--- src/rtl/reg_status_ctrl_if.sv ---
// Dispatch/commit/lookup/RF-write bundle between the core and the register-status controller.
// The controller connects through the slave modport; the core side uses master.
interface reg_status_ctrl_if #(
   parameter int unsigned ROB_IDX_WIDTH = 3,
   parameter int unsigned XLEN          = 32
);
   logic                     rdy_in;
   logic                     flush_pipline;
   logic                     dispatch_valid;
   logic [4:0]               dispatch_rd;
   logic [ROB_IDX_WIDTH-1:0] dispatch_rob_id;
   logic                     commit_valid;
   logic [4:0]               commit_rd;
   logic [ROB_IDX_WIDTH-1:0] commit_rob_id;
   logic [XLEN-1:0]          commit_val;
   logic [4:0]               rs1_reg_id;
   logic [XLEN-1:0]          rs1_rf_val;
   logic                     rs1_busy;
   logic [ROB_IDX_WIDTH-1:0] rs1_rob_id;
   logic [XLEN-1:0]          rs1_val;
   logic [4:0]               rs2_reg_id;
   logic [XLEN-1:0]          rs2_rf_val;
   logic                     rs2_busy;
   logic [ROB_IDX_WIDTH-1:0] rs2_rob_id;
   logic [XLEN-1:0]          rs2_val;
   logic                     rf_wr_en;
   logic [4:0]               rf_wr_id;
   logic [XLEN-1:0]          rf_wr_val;
   logic [5:0]               busy_count;

   modport master (
      output rdy_in, flush_pipline,
      output dispatch_valid, dispatch_rd, dispatch_rob_id,
      output commit_valid, commit_rd, commit_rob_id, commit_val,
      output rs1_reg_id, rs1_rf_val, rs2_reg_id, rs2_rf_val,
      input  rs1_busy, rs1_rob_id, rs1_val,
      input  rs2_busy, rs2_rob_id, rs2_val,
      input  rf_wr_en, rf_wr_id, rf_wr_val, busy_count
   );

   modport slave (
      input  rdy_in, flush_pipline,
      input  dispatch_valid, dispatch_rd, dispatch_rob_id,
      input  commit_valid, commit_rd, commit_rob_id, commit_val,
      input  rs1_reg_id, rs1_rf_val, rs2_reg_id, rs2_rf_val,
      output rs1_busy, rs1_rob_id, rs1_val,
      output rs2_busy, rs2_rob_id, rs2_val,
      output rf_wr_en, rf_wr_id, rf_wr_val, busy_count
   );
endinterface

--- src/rtl/reg_status_ctrl.sv ---
// Rename scoreboard: tracks which ROB entry will write each architectural register,
// forwards commits to the register file and bypasses same-cycle commit data to lookups.
module reg_status_ctrl #(
   parameter int unsigned ROB_IDX_WIDTH = 3,
   parameter int unsigned XLEN          = 32
) (
   input logic            clk_in,
   input logic            rst_n_in,
   reg_status_ctrl_if.slave bus
);
   localparam int unsigned NREG = 32;
   localparam int unsigned CNTW = 6;

   logic [NREG-1:0]                    busy_q, busy_d;
   logic [NREG-1:0][ROB_IDX_WIDTH-1:0] tag_q, tag_d;
   logic [CNTW-1:0]                    busy_count_q, busy_count_d;

   logic commit_eff_c;
   logic dispatch_eff_c;
   logic commit_clear_c;
   logic rs1_hit_c, rs2_hit_c;
   logic rs1_clear_c, rs2_clear_c;

   assign commit_eff_c   = bus.rdy_in && bus.commit_valid;
   assign dispatch_eff_c = bus.rdy_in && bus.dispatch_valid;
   // A commit only releases the register if it is still the latest producer.
   assign commit_clear_c = commit_eff_c && (bus.commit_rd != 5'd0)
                           && busy_q[bus.commit_rd]
                           && (tag_q[bus.commit_rd] == bus.commit_rob_id);

   assign bus.rf_wr_en  = commit_eff_c && (bus.commit_rd != 5'd0);
   assign bus.rf_wr_id  = bus.commit_rd;
   assign bus.rf_wr_val = bus.commit_val;

   // Next-state: flush beats everything; otherwise commit clears, then dispatch overrides.
   always_comb begin
      busy_d = busy_q;
      tag_d  = tag_q;
      if (bus.rdy_in) begin
         if (bus.flush_pipline) begin
            busy_d = '0;
         end else begin
            if (commit_clear_c) begin
               busy_d[bus.commit_rd] = 1'b0;
            end
            if (dispatch_eff_c && (bus.dispatch_rd != 5'd0)) begin
               busy_d[bus.dispatch_rd] = 1'b1;
               tag_d[bus.dispatch_rd]  = bus.dispatch_rob_id;
            end
         end
      end
      busy_d[0]    = 1'b0;
      busy_count_d = CNTW'($countones(busy_d));
   end

   always_ff @(posedge clk_in or negedge rst_n_in) begin
      if (!rst_n_in) begin
         busy_q       <= '0;
         tag_q        <= '0;
         busy_count_q <= '0;
      end else begin
         busy_q       <= busy_d;
         tag_q        <= tag_d;
         busy_count_q <= busy_count_d;
      end
   end

   assign bus.busy_count = busy_count_q;

   // Lookups see pre-dispatch state; RF returns stale data on same-cycle writes, so bypass it.
   assign rs1_hit_c   = commit_eff_c && (bus.commit_rd == bus.rs1_reg_id) && (bus.rs1_reg_id != 5'd0);
   assign rs1_clear_c = rs1_hit_c && busy_q[bus.rs1_reg_id]
                        && (tag_q[bus.rs1_reg_id] == bus.commit_rob_id);
   assign bus.rs1_busy   = busy_q[bus.rs1_reg_id] && !rs1_clear_c && (bus.rs1_reg_id != 5'd0);
   assign bus.rs1_rob_id = (bus.rs1_reg_id == 5'd0) ? '0 : tag_q[bus.rs1_reg_id];
   assign bus.rs1_val    = (bus.rs1_reg_id == 5'd0) ? '0 :
                           rs1_hit_c ? bus.commit_val : bus.rs1_rf_val;

   assign rs2_hit_c   = commit_eff_c && (bus.commit_rd == bus.rs2_reg_id) && (bus.rs2_reg_id != 5'd0);
   assign rs2_clear_c = rs2_hit_c && busy_q[bus.rs2_reg_id]
                        && (tag_q[bus.rs2_reg_id] == bus.commit_rob_id);
   assign bus.rs2_busy   = busy_q[bus.rs2_reg_id] && !rs2_clear_c && (bus.rs2_reg_id != 5'd0);
   assign bus.rs2_rob_id = (bus.rs2_reg_id == 5'd0) ? '0 : tag_q[bus.rs2_reg_id];
   assign bus.rs2_val    = (bus.rs2_reg_id == 5'd0) ? '0 :
                           rs2_hit_c ? bus.commit_val : bus.rs2_rf_val;
endmodule

--- src/flat_wrapper.sv ---
// flat-port wrapper written by rule: the top's interface ports become plain ports
module reg_status_ctrl_flat 
#(
   parameter int unsigned ROB_IDX_WIDTH = 3,
   parameter int unsigned XLEN          = 32
)
  (clk_in, rst_n_in, bus_rdy_in, bus_flush_pipline, bus_dispatch_valid, bus_dispatch_rd, bus_dispatch_rob_id, bus_commit_valid, bus_commit_rd, bus_commit_rob_id, bus_commit_val, bus_rs1_reg_id, bus_rs1_rf_val, bus_rs2_reg_id, bus_rs2_rf_val, bus_rs1_busy, bus_rs1_rob_id, bus_rs1_val, bus_rs2_busy, bus_rs2_rob_id, bus_rs2_val, bus_rf_wr_en, bus_rf_wr_id, bus_rf_wr_val, bus_busy_count);
  reg_status_ctrl_if #(.ROB_IDX_WIDTH(ROB_IDX_WIDTH), .XLEN(XLEN)) bus_i ();
  input logic clk_in;
  input logic rst_n_in;
  input wire logic [$bits(bus_i.rdy_in)-1:0] bus_rdy_in;
  input wire logic [$bits(bus_i.flush_pipline)-1:0] bus_flush_pipline;
  input wire logic [$bits(bus_i.dispatch_valid)-1:0] bus_dispatch_valid;
  input wire logic [$bits(bus_i.dispatch_rd)-1:0] bus_dispatch_rd;
  input wire logic [$bits(bus_i.dispatch_rob_id)-1:0] bus_dispatch_rob_id;
  input wire logic [$bits(bus_i.commit_valid)-1:0] bus_commit_valid;
  input wire logic [$bits(bus_i.commit_rd)-1:0] bus_commit_rd;
  input wire logic [$bits(bus_i.commit_rob_id)-1:0] bus_commit_rob_id;
  input wire logic [$bits(bus_i.commit_val)-1:0] bus_commit_val;
  input wire logic [$bits(bus_i.rs1_reg_id)-1:0] bus_rs1_reg_id;
  input wire logic [$bits(bus_i.rs1_rf_val)-1:0] bus_rs1_rf_val;
  input wire logic [$bits(bus_i.rs2_reg_id)-1:0] bus_rs2_reg_id;
  input wire logic [$bits(bus_i.rs2_rf_val)-1:0] bus_rs2_rf_val;
  output wire logic [$bits(bus_i.rs1_busy)-1:0] bus_rs1_busy;
  output wire logic [$bits(bus_i.rs1_rob_id)-1:0] bus_rs1_rob_id;
  output wire logic [$bits(bus_i.rs1_val)-1:0] bus_rs1_val;
  output wire logic [$bits(bus_i.rs2_busy)-1:0] bus_rs2_busy;
  output wire logic [$bits(bus_i.rs2_rob_id)-1:0] bus_rs2_rob_id;
  output wire logic [$bits(bus_i.rs2_val)-1:0] bus_rs2_val;
  output wire logic [$bits(bus_i.rf_wr_en)-1:0] bus_rf_wr_en;
  output wire logic [$bits(bus_i.rf_wr_id)-1:0] bus_rf_wr_id;
  output wire logic [$bits(bus_i.rf_wr_val)-1:0] bus_rf_wr_val;
  output wire logic [$bits(bus_i.busy_count)-1:0] bus_busy_count;
  assign bus_i.rdy_in = bus_rdy_in;
  assign bus_i.flush_pipline = bus_flush_pipline;
  assign bus_i.dispatch_valid = bus_dispatch_valid;
  assign bus_i.dispatch_rd = bus_dispatch_rd;
  assign bus_i.dispatch_rob_id = bus_dispatch_rob_id;
  assign bus_i.commit_valid = bus_commit_valid;
  assign bus_i.commit_rd = bus_commit_rd;
  assign bus_i.commit_rob_id = bus_commit_rob_id;
  assign bus_i.commit_val = bus_commit_val;
  assign bus_i.rs1_reg_id = bus_rs1_reg_id;
  assign bus_i.rs1_rf_val = bus_rs1_rf_val;
  assign bus_i.rs2_reg_id = bus_rs2_reg_id;
  assign bus_i.rs2_rf_val = bus_rs2_rf_val;
  assign bus_rs1_busy = bus_i.rs1_busy;
  assign bus_rs1_rob_id = bus_i.rs1_rob_id;
  assign bus_rs1_val = bus_i.rs1_val;
  assign bus_rs2_busy = bus_i.rs2_busy;
  assign bus_rs2_rob_id = bus_i.rs2_rob_id;
  assign bus_rs2_val = bus_i.rs2_val;
  assign bus_rf_wr_en = bus_i.rf_wr_en;
  assign bus_rf_wr_id = bus_i.rf_wr_id;
  assign bus_rf_wr_val = bus_i.rf_wr_val;
  assign bus_busy_count = bus_i.busy_count;
  reg_status_ctrl #(.ROB_IDX_WIDTH(ROB_IDX_WIDTH), .XLEN(XLEN)) u_core (.clk_in(clk_in), .rst_n_in(rst_n_in), .bus(bus_i));
endmodule
--- config.mk ---
export PLATFORM = sky130hd
export DESIGN_NAME = reg_status_ctrl_flat
export DESIGN_NICKNAME = d
export VERILOG_FILES = /design/src/rtl/reg_status_ctrl_if.sv /design/src/rtl/reg_status_ctrl.sv /design/src/flat_wrapper.sv
export SDC_FILE = /design/constraint.sdc
export NUM_CORES = 1
export LEC_CHECK = 0
export ABC_AREA = 1
export BUFFER_PORTS_ARGS = -buffer_cell sky130_fd_sc_hd__buf_2
export CAP_MARGIN = 10
export CORE_MARGIN = 2
export CORE_UTILIZATION = 50
export DETAILED_ROUTE_END_ITERATION = 7
export PLACE_DENSITY = 0.84
export SETUP_SLACK_MARGIN = 0.05
export SYNTH_ARGS = -nofsm -noshare
export SYNTH_HDL_FRONTEND = slang
export SYNTH_SLANG_ARGS = --single-unit
--- constraint.sdc ---
create_clock -name clk_in -period 5.5 [get_ports clk_in]
set_input_delay 1.1 -clock clk_in [delete_from_list [all_inputs] [get_ports clk_in]]
set_output_delay 1.1 -clock clk_in [all_outputs]
set_load 0.005 [all_outputs]
== Yosys cells after proc, flatten, opt, wreduce, memory -nomap -nowiden ==
Index checks and enable logic that the tools add are counted.

* Bits of input ports: 128
* Flip-flop bits (word level): 133
* Output and inout port bits: 116
* Logic and storage cells: 139

* Bitwise logic cells: 4
* Muxes and demuxes: 31
* Reductions and logical operators: 29
* Equal/unequal tests: 5
* Order comparisons: 6
* Add/sub/neg operators: 30

{| class="wikitable"
|+ Operators with widths
! cell !! count
|-
| $mux W32 || 10
|-
| $bwmux W96 || 1
|-
| $add A6 B6 Y6 || 14
|-
| $bmux W3 S5 || 3
|-
| $and A32 B32 Y32 || 1
|-
| $not A32 Y32 || 1
|-
| $or A32 B32 Y32 || 1
|-
| $add A1 B1 Y2 || 15
|-
| $lt A5 B6 Y1 const B || 4
|-
| $logic_and A1 B1 Y1 || 20
|-
| $reduce_bool A5 Y1 || 4
|-
| $mux W3 || 6
|-
| $bmux W1 S5 || 3
|-
| $demux W3 S5 || 1
|-
| $demux W1 S5 || 2
|-
| $eq A5 B5 Y1 || 2
|-
| $ge A5 B1 Y1 const B || 2
|-
| $logic_not A5 Y1 || 2
|-
| $eq A3 B3 Y1 || 3
|-
| $add A1 B6 Y6 || 1
|-
| $mux W1 || 5
|-
| $reduce_and A3 Y1 || 1
|-
| $logic_not A1 Y1 || 2
|-
| $not A1 Y1 || 1
|}

== Longest topological paths before layout ==
Gate-level depths: netlist (run 1).

* Word-level depth: 18
* Mapped depth: 35
* Mapped depth without buffers: 32

== Least setup slack after synthesis (run 1) ==
No wires, ideal clock.

* Path type: input port to flip-flop
* Start point: in bus_commit_rd[0]
* End point: reg u_core.busy_count_q[5], in the netlist u_core.bus.busy_count[5]
* Library setup time: 0.123 ns
* Cell stages on the path: 34
* Buffers on the path: 3
* Required time: 5.377 ns
* Data arrival time: 6.308 ns
* Setup slack: -0.931 ns
* Cells stage by stage: buf_4 -> inv_4 -> nor2_1 -> buf_4 -> nand2_1 -> nand3_1 -> nand2_1 -> nand2_1 -> nor2_1 -> nand2_1 -> nand2_1 -> nand2_2 -> nor2_8 -> buf_8 -> nand3_2 -> nand2_1 -> nand2_1 -> ha_1 -> inv_1 -> fa_1 -> fa_1 -> inv_1 -> fa_1 -> inv_1 -> fa_1 -> fa_1 -> inv_1 -> ha_1 -> nand2_1 -> nor2_1 -> a211oi_1 -> nor2_1 -> o21ai_0 -> nand2_1

* Cells in the longest elaborated chain, start to end: 18
* Elaborated cells on any way between the ends: 53
* Classes of those cells: add/sub (30); order compare (2); eq/ne (1); mux (12); bitwise (3); reduce/logical (5)

{| class="wikitable"
|+ Ends and longest elaborated chain
! what !! RTL line !! RTL
|-
| start, declared || flat_wrapper.sv:17 || <nowiki>input wire logic [$bits(bus_i.commit_rd)-1:0] bus_commit_rd;</nowiki>
|-
| $lt A5 B6 Y1 (implied by the code) / $ge A5 B1 Y1 (equally long branches) || reg_status_ctrl.sv:44 || <nowiki>busy_d[bus.commit_rd] = 1'b0;</nowiki>
|-
| $logic_and A1 B1 Y1 (implied by the code) || reg_status_ctrl.sv:44 ||
|-
| $mux W1 (implied by the code) || reg_status_ctrl.sv:44 ||
|-
| $demux W1 S5 || n/a ||
|-
| $not A32 Y32 (no line) || n/a ||
|-
| $and A32 B32 Y32 (no line) || n/a ||
|-
| $mux W32 (*) || reg_status_ctrl.sv:43 || <nowiki>if (commit_clear_c) begin</nowiki>
|-
| $mux W32 (*) || reg_status_ctrl.sv:40 || <nowiki>if (bus.flush_pipline) begin</nowiki>
|-
| $mux W32 (*) || reg_status_ctrl.sv:39 || <nowiki>if (bus.rdy_in) begin</nowiki>
|-
| $or A32 B32 Y32 (no line) || n/a ||
|-
| $mux W32 (*) || reg_status_ctrl.sv:46 || <nowiki>if (dispatch_eff_c && (bus.dispatch_rd != 5'd0)) begin</nowiki>
|-
| $mux W32 (*) || reg_status_ctrl.sv:40 ||
|-
| $mux W32 (*) || reg_status_ctrl.sv:39 ||
|-
| named net u_core.busy_d[30] || reg_status_ctrl.sv:14 || <nowiki>logic [NREG-1:0] busy_q, busy_d;</nowiki>
|-
| $add A1 B1 Y2 (implied by the code) (*) || reg_status_ctrl.sv:53 || <nowiki>busy_count_d = CNTW'($countones(busy_d));</nowiki>
|-
| $add A6 B6 Y6 (implied by the code) (*) (4 in a row) || reg_status_ctrl.sv:53 ||
|-
| named net u_core.busy_count_d[5] || reg_status_ctrl.sv:16 || <nowiki>logic [CNTW-1:0] busy_count_q, busy_count_d;</nowiki>
|-
| end signal, assigned || reg_status_ctrl.sv:64 || <nowiki>busy_count_q <= busy_count_d;</nowiki>
|-
| end, declared || reg_status_ctrl.sv:16 ||
|}

The timed path passes the listed nets; every way through them passes the cells marked *. The select of a mux whose other input is x is not followed.
A chain may end at the register's enable or synchronous reset.

== Final worst setup path (run 1) ==
* Start point: in bus_commit_rd[0]
* End point: reg u_core.busy_count_q[2], in the netlist u_core.bus.busy_count[2]

Same word-level chain as after synthesis.

==> metrics.txt, run 1 <==
Num CTS Buffers 17; Die Area ~0.026 mm2; Final HPWL DP between 30000 and 40000 um; Setup violations, final 6; Final Max Tran Viols 0; HP Class reg -> reg; final setup margin -0.874 ns; starting density of the core ~51%; period utilisation layout 116%; Area contributors post-synth dfrtp_1 27%, nand2_1 25%, o21ai_0 8.2%; CTS tree done; clock buffer depth 2; DRC 0; Post-Route WL 53800 um; Seq/Total Area, Yosys 27.3%; H-tree depth 4; via count between 15000 and 20000; Crit path largest cell delay ~0.57 ns; WL/cell 19.8 um; CP arrival roughly 6.7 ns; grt total ovfl 0; CP max-delay cell fa_2; post-synthesis net count 2177; total negative setup slack -4.22 ns; Placed Area roughly 0.015 mm2; Max Freq 0.157 GHz; Reg clk slew, reported paths 0.07 ns; Worst Path Buf+Inv 9; failing checks setup timing; library cells used by synthesis 37; GRT Overall Usage 40.5%; Ports roughly 240; Die H roughly 160 um; drt pass-1 iters 8; vias in the first global route between 15000 and 20000; fill count 2043; Critical Path Sink Type flop; Max VDD drop about 0.13 mV; core area between 0.02 and 0.025 mm2; Crit path max-delay family adder cells; Clock Skews ~0.017 ns; Via-to-Cell Ratio between 5 and 6; initial antenna violation count 3; Pwr per Cell Area 182 mW/mm2; DRT antenna net count 0; synthesized flop and latch total approximately 130; worst-margin pin slew approximately 1.2 ns; Finished Cell Area around 0.016 mm2; # Max-Cap Violations 0; DRT iter0 DRCs approximately 2000; first-pass GRT wire length ~81000 um; Final Hold Vio Count 0; pin count of the biggest net entering global routing between 70 and 80; Nets ~2600; outcome complete, but fails checks; fraction of layout cells with a size suffix above 1 ~28%; Synth Instances approximately 2000; RSZ-0062 raised after global routing true; Worst-Skew Late Latency approximately 0.44 ns; worst-path fanout max 9; root buffer cell clkbuf_16; Synth Cell Area ~0.012 mm2; Port Buf Inserts approximately 240; Yosys top cell area share 27.3%; CTS Sinks 133; leading area contributor after synthesis dfrtp_1; most frequent cell on the critical path nand2_1; final core utilization between 60% and 70%; Die W ~160 um; critical path class in -> reg; Leak 8.26 nW; Avg Cell Area, Syn a little over 6 um2; YS warnings 0; required time of the critical path between 5 and 6 ns; row count 57; Final Critical Period approximately 6.4 ns; Area Overhead vs Synth 33.8%; slew margin rel. between 10% and 20%; GPL Wtd Cong 0.956; Startpoint Class input port
-- path summary, 6_finish.rpt --
kind                       cells past startpoint             start  slack, ns                        to
max                                           31  bus_commit_rd[0]      -0.87  u_core.bus.busy_count[2]
min                                            0   u_core.tag_q[1]       0.45           u_core.tag_q[1]
max reg2reg                                   29  u_core.tag_q[35]      -0.26  u_core.bus.busy_count[2]
min reg2reg                                    0   u_core.tag_q[1]       0.45           u_core.tag_q[1]
max in group asynchronous                      2          rst_n_in       3.63          u_core.busy_q[1]
min in group asynchronous                      1          rst_n_in       0.69          u_core.tag_q[79]
-- state kept, by name, indices dropped and copies added, names as in the netlist --
| register | cells |
|---|---|
| u_core.busy_q | 31 |
| u_core.tag_q | 96 |
| u_core.bus.busy_count | 6 |
-- layout by cell type (no fill, tap or decap), types with 12 or more instances in the layout --
cell       count
inv_2         16
buf_12        13
dfrtp_1      133
buf_4        245
nand2_1      786
ha_1          12
inv_1        120
fa_1          20
clkbuf_16     22
nand3_2       30
a22oi_1       13
nand2_2       38
a21oi_1       42
buf_2        239
nand3_1      193
o21ai_0      196
nor2_1       164
-- logic make-up (layout without fill, tap and decap cells) --
group / count (synthesis) / in the layout / synth area share (%)
and+or+nand+nor: 1243 / 1243 / 42.5
buffers and inverters: 297 / 690 / 11.4
AOI/OAI and AO/OA: 270 / 270 / 11.7
DFF: 133 / 133 / 27.3
adders and majority gates: 48 / 48 / 6.46
xor gates and xnor gates: 10 / 10 / 0.717
other: 0 / 3 / 0
-- layer usage --
layer,routed length (um),global-route usage [%],up-vias
met5,0,0,-
met4,4050,27.5,0
met3,6640,9.82,354
met2,24300,65.5,1288
met1,18800,47.7,7310
li1,-,-,7115
-- cells in the mapped netlist, drive strengths merged --
cell type  number
nand2         825
inv           140
o21a            1
clkbuf         62
nor2          173
ha             23
nor3           16
o211ai          1
nor4            4
a211oi          3
xor2            8
buf            92
o221ai          4
dfrtp         133
o21ai         202
nand3         223
fa             25
a21oi          43
xnor2           2
o22ai           1
nand4           2
o311ai          2
a22oi          13
clkinv          3
-- stage by stage --
step / cells / hold slack (ns) / power [W] / worst slack (ns)
after floorplan: 2001 / 0.472 / 0.00140 / -0.744
after global placement: 2662 / 0.425 / 0.00172 / -1.28
after detailed placement: 2662 / 0.428 / 0.00174 / -1.45
after CTS: 2706 / 0.446 / 0.00292 / -0.775
after global routing: 2721 / 0.457 / 0.00306 / -1.07
final: 2721 / 0.451 / 0.00297 / -0.874
-- area by class of cell --
type | instances | area [um2] | share of cell area [%]
antenna | 3 | 7.51 | 0.0459
clock buffer | 19 | 453 | 2.77
clock inverter | 13 | 138 | 0.842
inverter | 143 | 561 | 3.43
multi-input combinational | 1571 | 7800 | 47.7
sequential | 133 | 3330 | 20.4
tap | 324 | 405 | 2.48
timing repair buffer | 515 | 3650 | 22.3
-- where the power goes --
group	switching [W]	leakage, nW	total, W	internal (W)
Combinational	0.000459	6.13	0.000754	0.000295
Sequential	0.0000264	1.84	0.00104	0.00102
Clock	0.000516	0.290	0.00118	0.000662
-- what timing repair did --
item | 4_1_cts | 5_1_grt
gates resized for setup | 35 | 55
hold buffers | 0 | 0
setup endpoints to repair | 6 | 6
pin swaps | 14 | 17
endpoints found under the hold margin | 0 | 0
gates cloned | 4 | 5
buffers inserted | 8 | 7
Note: power is estimated with default switching activity, not from simulation.
==> run 2, diff against run 1 <==
--- a/config.mk
+++ b/config.mk
@@ -11,7 +11,7 @@
 export CORE_MARGIN = 2
 export CORE_UTILIZATION = 50
 export DETAILED_ROUTE_END_ITERATION = 7
-export PLACE_DENSITY = 0.84
+export PLACE_DENSITY = 0.82
 export SETUP_SLACK_MARGIN = 0.05
 export SYNTH_ARGS = -nofsm -noshare
 export SYNTH_HDL_FRONTEND = slang
==> constraint.sdc (replaced) <==
create_clock -name clk_in -period 6.15 [get_ports clk_in]
set_input_delay 1.23 -clock clk_in [delete_from_list [all_inputs] [get_ports clk_in]]
set_output_delay 1.23 -clock clk_in [all_outputs]
set_load 0.005 [all_outputs]
==> run 2 against run 1 <==
  * The run still ends with setup timing left
  * Die area stayed put
  * Clock power shrank 8%
  * Utilization shrank 4.1 points
  * Global-route usage fell by 1.6 points
  * Power fell by 12%
  * Critical path type unchanged
  * Critical endpoint is now u_core.bus.busy_count[4]
  * Largest cell class unchanged
  * Highest routed layer unchanged
==> metrics.txt, run 2 (same netlist as run 1, synthesis figures left out) <==
Multi-input gate area around 0.0077 mm2; DRC 0; grt total ovfl 0; core area around 0.024 mm2; GRT Overall Usage around two fifths; WL/cell about 20 um; Die W 160 um; Placed Area between 0.01 and 0.015 mm2; Worst-Skew Late Latency 0.45 ns; Max Freq 0.154 GHz; row count 57; Port Buf Inserts between 200 and 250; H-tree depth 4; final setup margin -0.337 ns; required time of the critical path between 6 and 7 ns; n_diodes 0; critical path class in -> reg; Final Critical Period ~6.5 ns; RSZ-0062 raised after global routing true; fill count approximately 2200; Final Hold Vio Count 0; outcome complete, but fails checks; initial antenna violation count 0; Num CTS Buffers 17; drt pass-1 iters 7; Largest register FFs 96; Final Max Tran Viols 0; R2R Path End u_core.bus.busy_count[4]; Critical Path Sink Type flop; Reg clk slew, reported paths ~0.08 ns; Worst Hold Launch u_core.tag_q[1]; Finished Cell Area between 0.015 and 0.02 mm2; commonest non-fill, non-tap cell in the layout nand2_1; period utilisation layout 105%; most frequent cells in the layout 808 x nand2_1, 239 x buf_2, 196 x o21ai_0; launch point of the worst path bus_commit_rd[4]; WHS Endpoint u_core.tag_q[1]; failing checks setup timing; Startpoint Class input port; reg2reg path depth 29; slew margin rel. approximately a fifth; Pwr per Cell Area roughly 170 mW/mm2; FF-to-FF Start u_core.tag_q[21]; CTS tree done; Reg2Reg Setup Slack around 0.36 ns; Crit path largest cell delay roughly 0.56 ns; pin count of the biggest net entering global routing 84; CTS Sinks 133; Die H 160 um; vias in the first global route 14100; GPL Wtd Cong slightly above 1; fraction of layout cells with a size suffix above 1 around 23%; DRT iter0 DRCs roughly 2500; Post-Route WL between 50000 and 60000 um; CP arrival 6.86 ns; Clock Skews approximately 0.022 ns; CP max-delay cell fa_2; HP Class reg -> reg; Crit path max-delay family adder cells; DRT antenna net count 0; via count between 15000 and 20000; clock buffer depth 2; DP Cell Count ~2500; Max VDD drop 0.148 mV; Leak ~7.6 nW; starting density of the core between 50% and 60%; Biggest register u_core.tag_q; Final HPWL DP between 30000 and 40000 um; worst-margin pin slew 1.22 ns; Setup violations, final 5; Post-Place Setup Slack -0.786 ns; root buffer cell clkbuf_16; final cell count without fillers between 2000 and 3000; most frequent cell on the critical path fa_1; Nets 2436; # Max-Cap Violations 0; Area Overhead vs Synth 25.8%; hold path depth 0; Worst Path Buf+Inv 8; FF/Latch Area 0.00333 mm2; Die Area around 0.026 mm2; Via-to-Cell Ratio just under 6; Ports around 240; first-pass GRT wire length about 80000 um; worst-path fanout max 6
==> run 2: cell types whose count changed in the layout (fill, tap and decap cells not counted), moves of 4 or more <==
cell,delta
buf_4,-120
nand2_1,+22
inv_1,+4
nand2_2,-21
buf_6,-4
clkinv_8,+5
clkinv_4,-4
ha_4,-4
==> run 2: final cells by class <==
| cell class | count | share of cell area (%) |
|---|---|---|
| clock buffers | 17 | 2.77 |
| clock inverters | 15 | 1.25 |
| inverters | 143 | 3.60 |
| multi-input cells | 1571 | 50.1 |
| flip-flops and latches | 133 | 21.7 |
| well taps | 324 | 2.64 |
| repair buffers | 394 | 18.0 |
==> run 2: worst max-delay path by stage <==
| stage | end | slack, ns | depth (start not counted) |
|---|---|---|---|
| floorplan | u_core.bus.busy_count[5] | -0.22 | 32 |
| global placement | u_core.bus.busy_count[4] | -0.76 | 26 |
| detailed placement | u_core.bus.busy_count[4] | -0.79 | 26 |
| CTS | u_core.bus.busy_count[4] | -0.25 | 33 |
| global route | u_core.bus.busy_count[5] | -0.55 | 33 |
| finish | u_core.bus.busy_count[4] | -0.34 | 28 |
==> run 2: where the power goes <==
part	internal, W	switching (W)
Sequential	0.000907	0.0000432
Clock	0.000558	0.000521
Combinational	0.000222	0.000370
==> run 2: stage by stage <==
stage | total power [W] | util [%] | hold WS (ns) | setup TNS (ns)
floorplan | 0.00125 | - | 0.472 | -0.549
global placement | 0.00149 | 58.7 | 0.421 | -3.58
detailed placement | 0.00150 | 58.7 | 0.424 | -3.84
CTS | 0.00259 | 62.9 | 0.443 | -0.977
global route | 0.00270 | 63.5 | 0.455 | -2.46
finish | 0.00262 | 63.5 | 0.449 | -1.36
==> run 2: per-layer routing <==
layer | vias up | GRT usage [%] | share of wire [%]
met3 | 291 | 8.31 | 12
met5 | - | 0 | 0
met2 | 1218 | 62.0 | 45
met4 | 0 | 23.4 | 7.0
met1 | 6764 | 48.6 | 37
li1 | 6851 | - | -
==> run 2: what timing repair did <==
| action | CTS | global route |
|---|---|---|
| pin swaps | 12 | 2 |
| hold buffers | 0 | 0 |
| cloned | 6 | 3 |
| setup buffers | 12 | 2 |
| hold endpoints to repair | 0 | 0 |
| endpoints found under the setup margin | 5 | 5 |
| resized for setup | 37 | 17 |
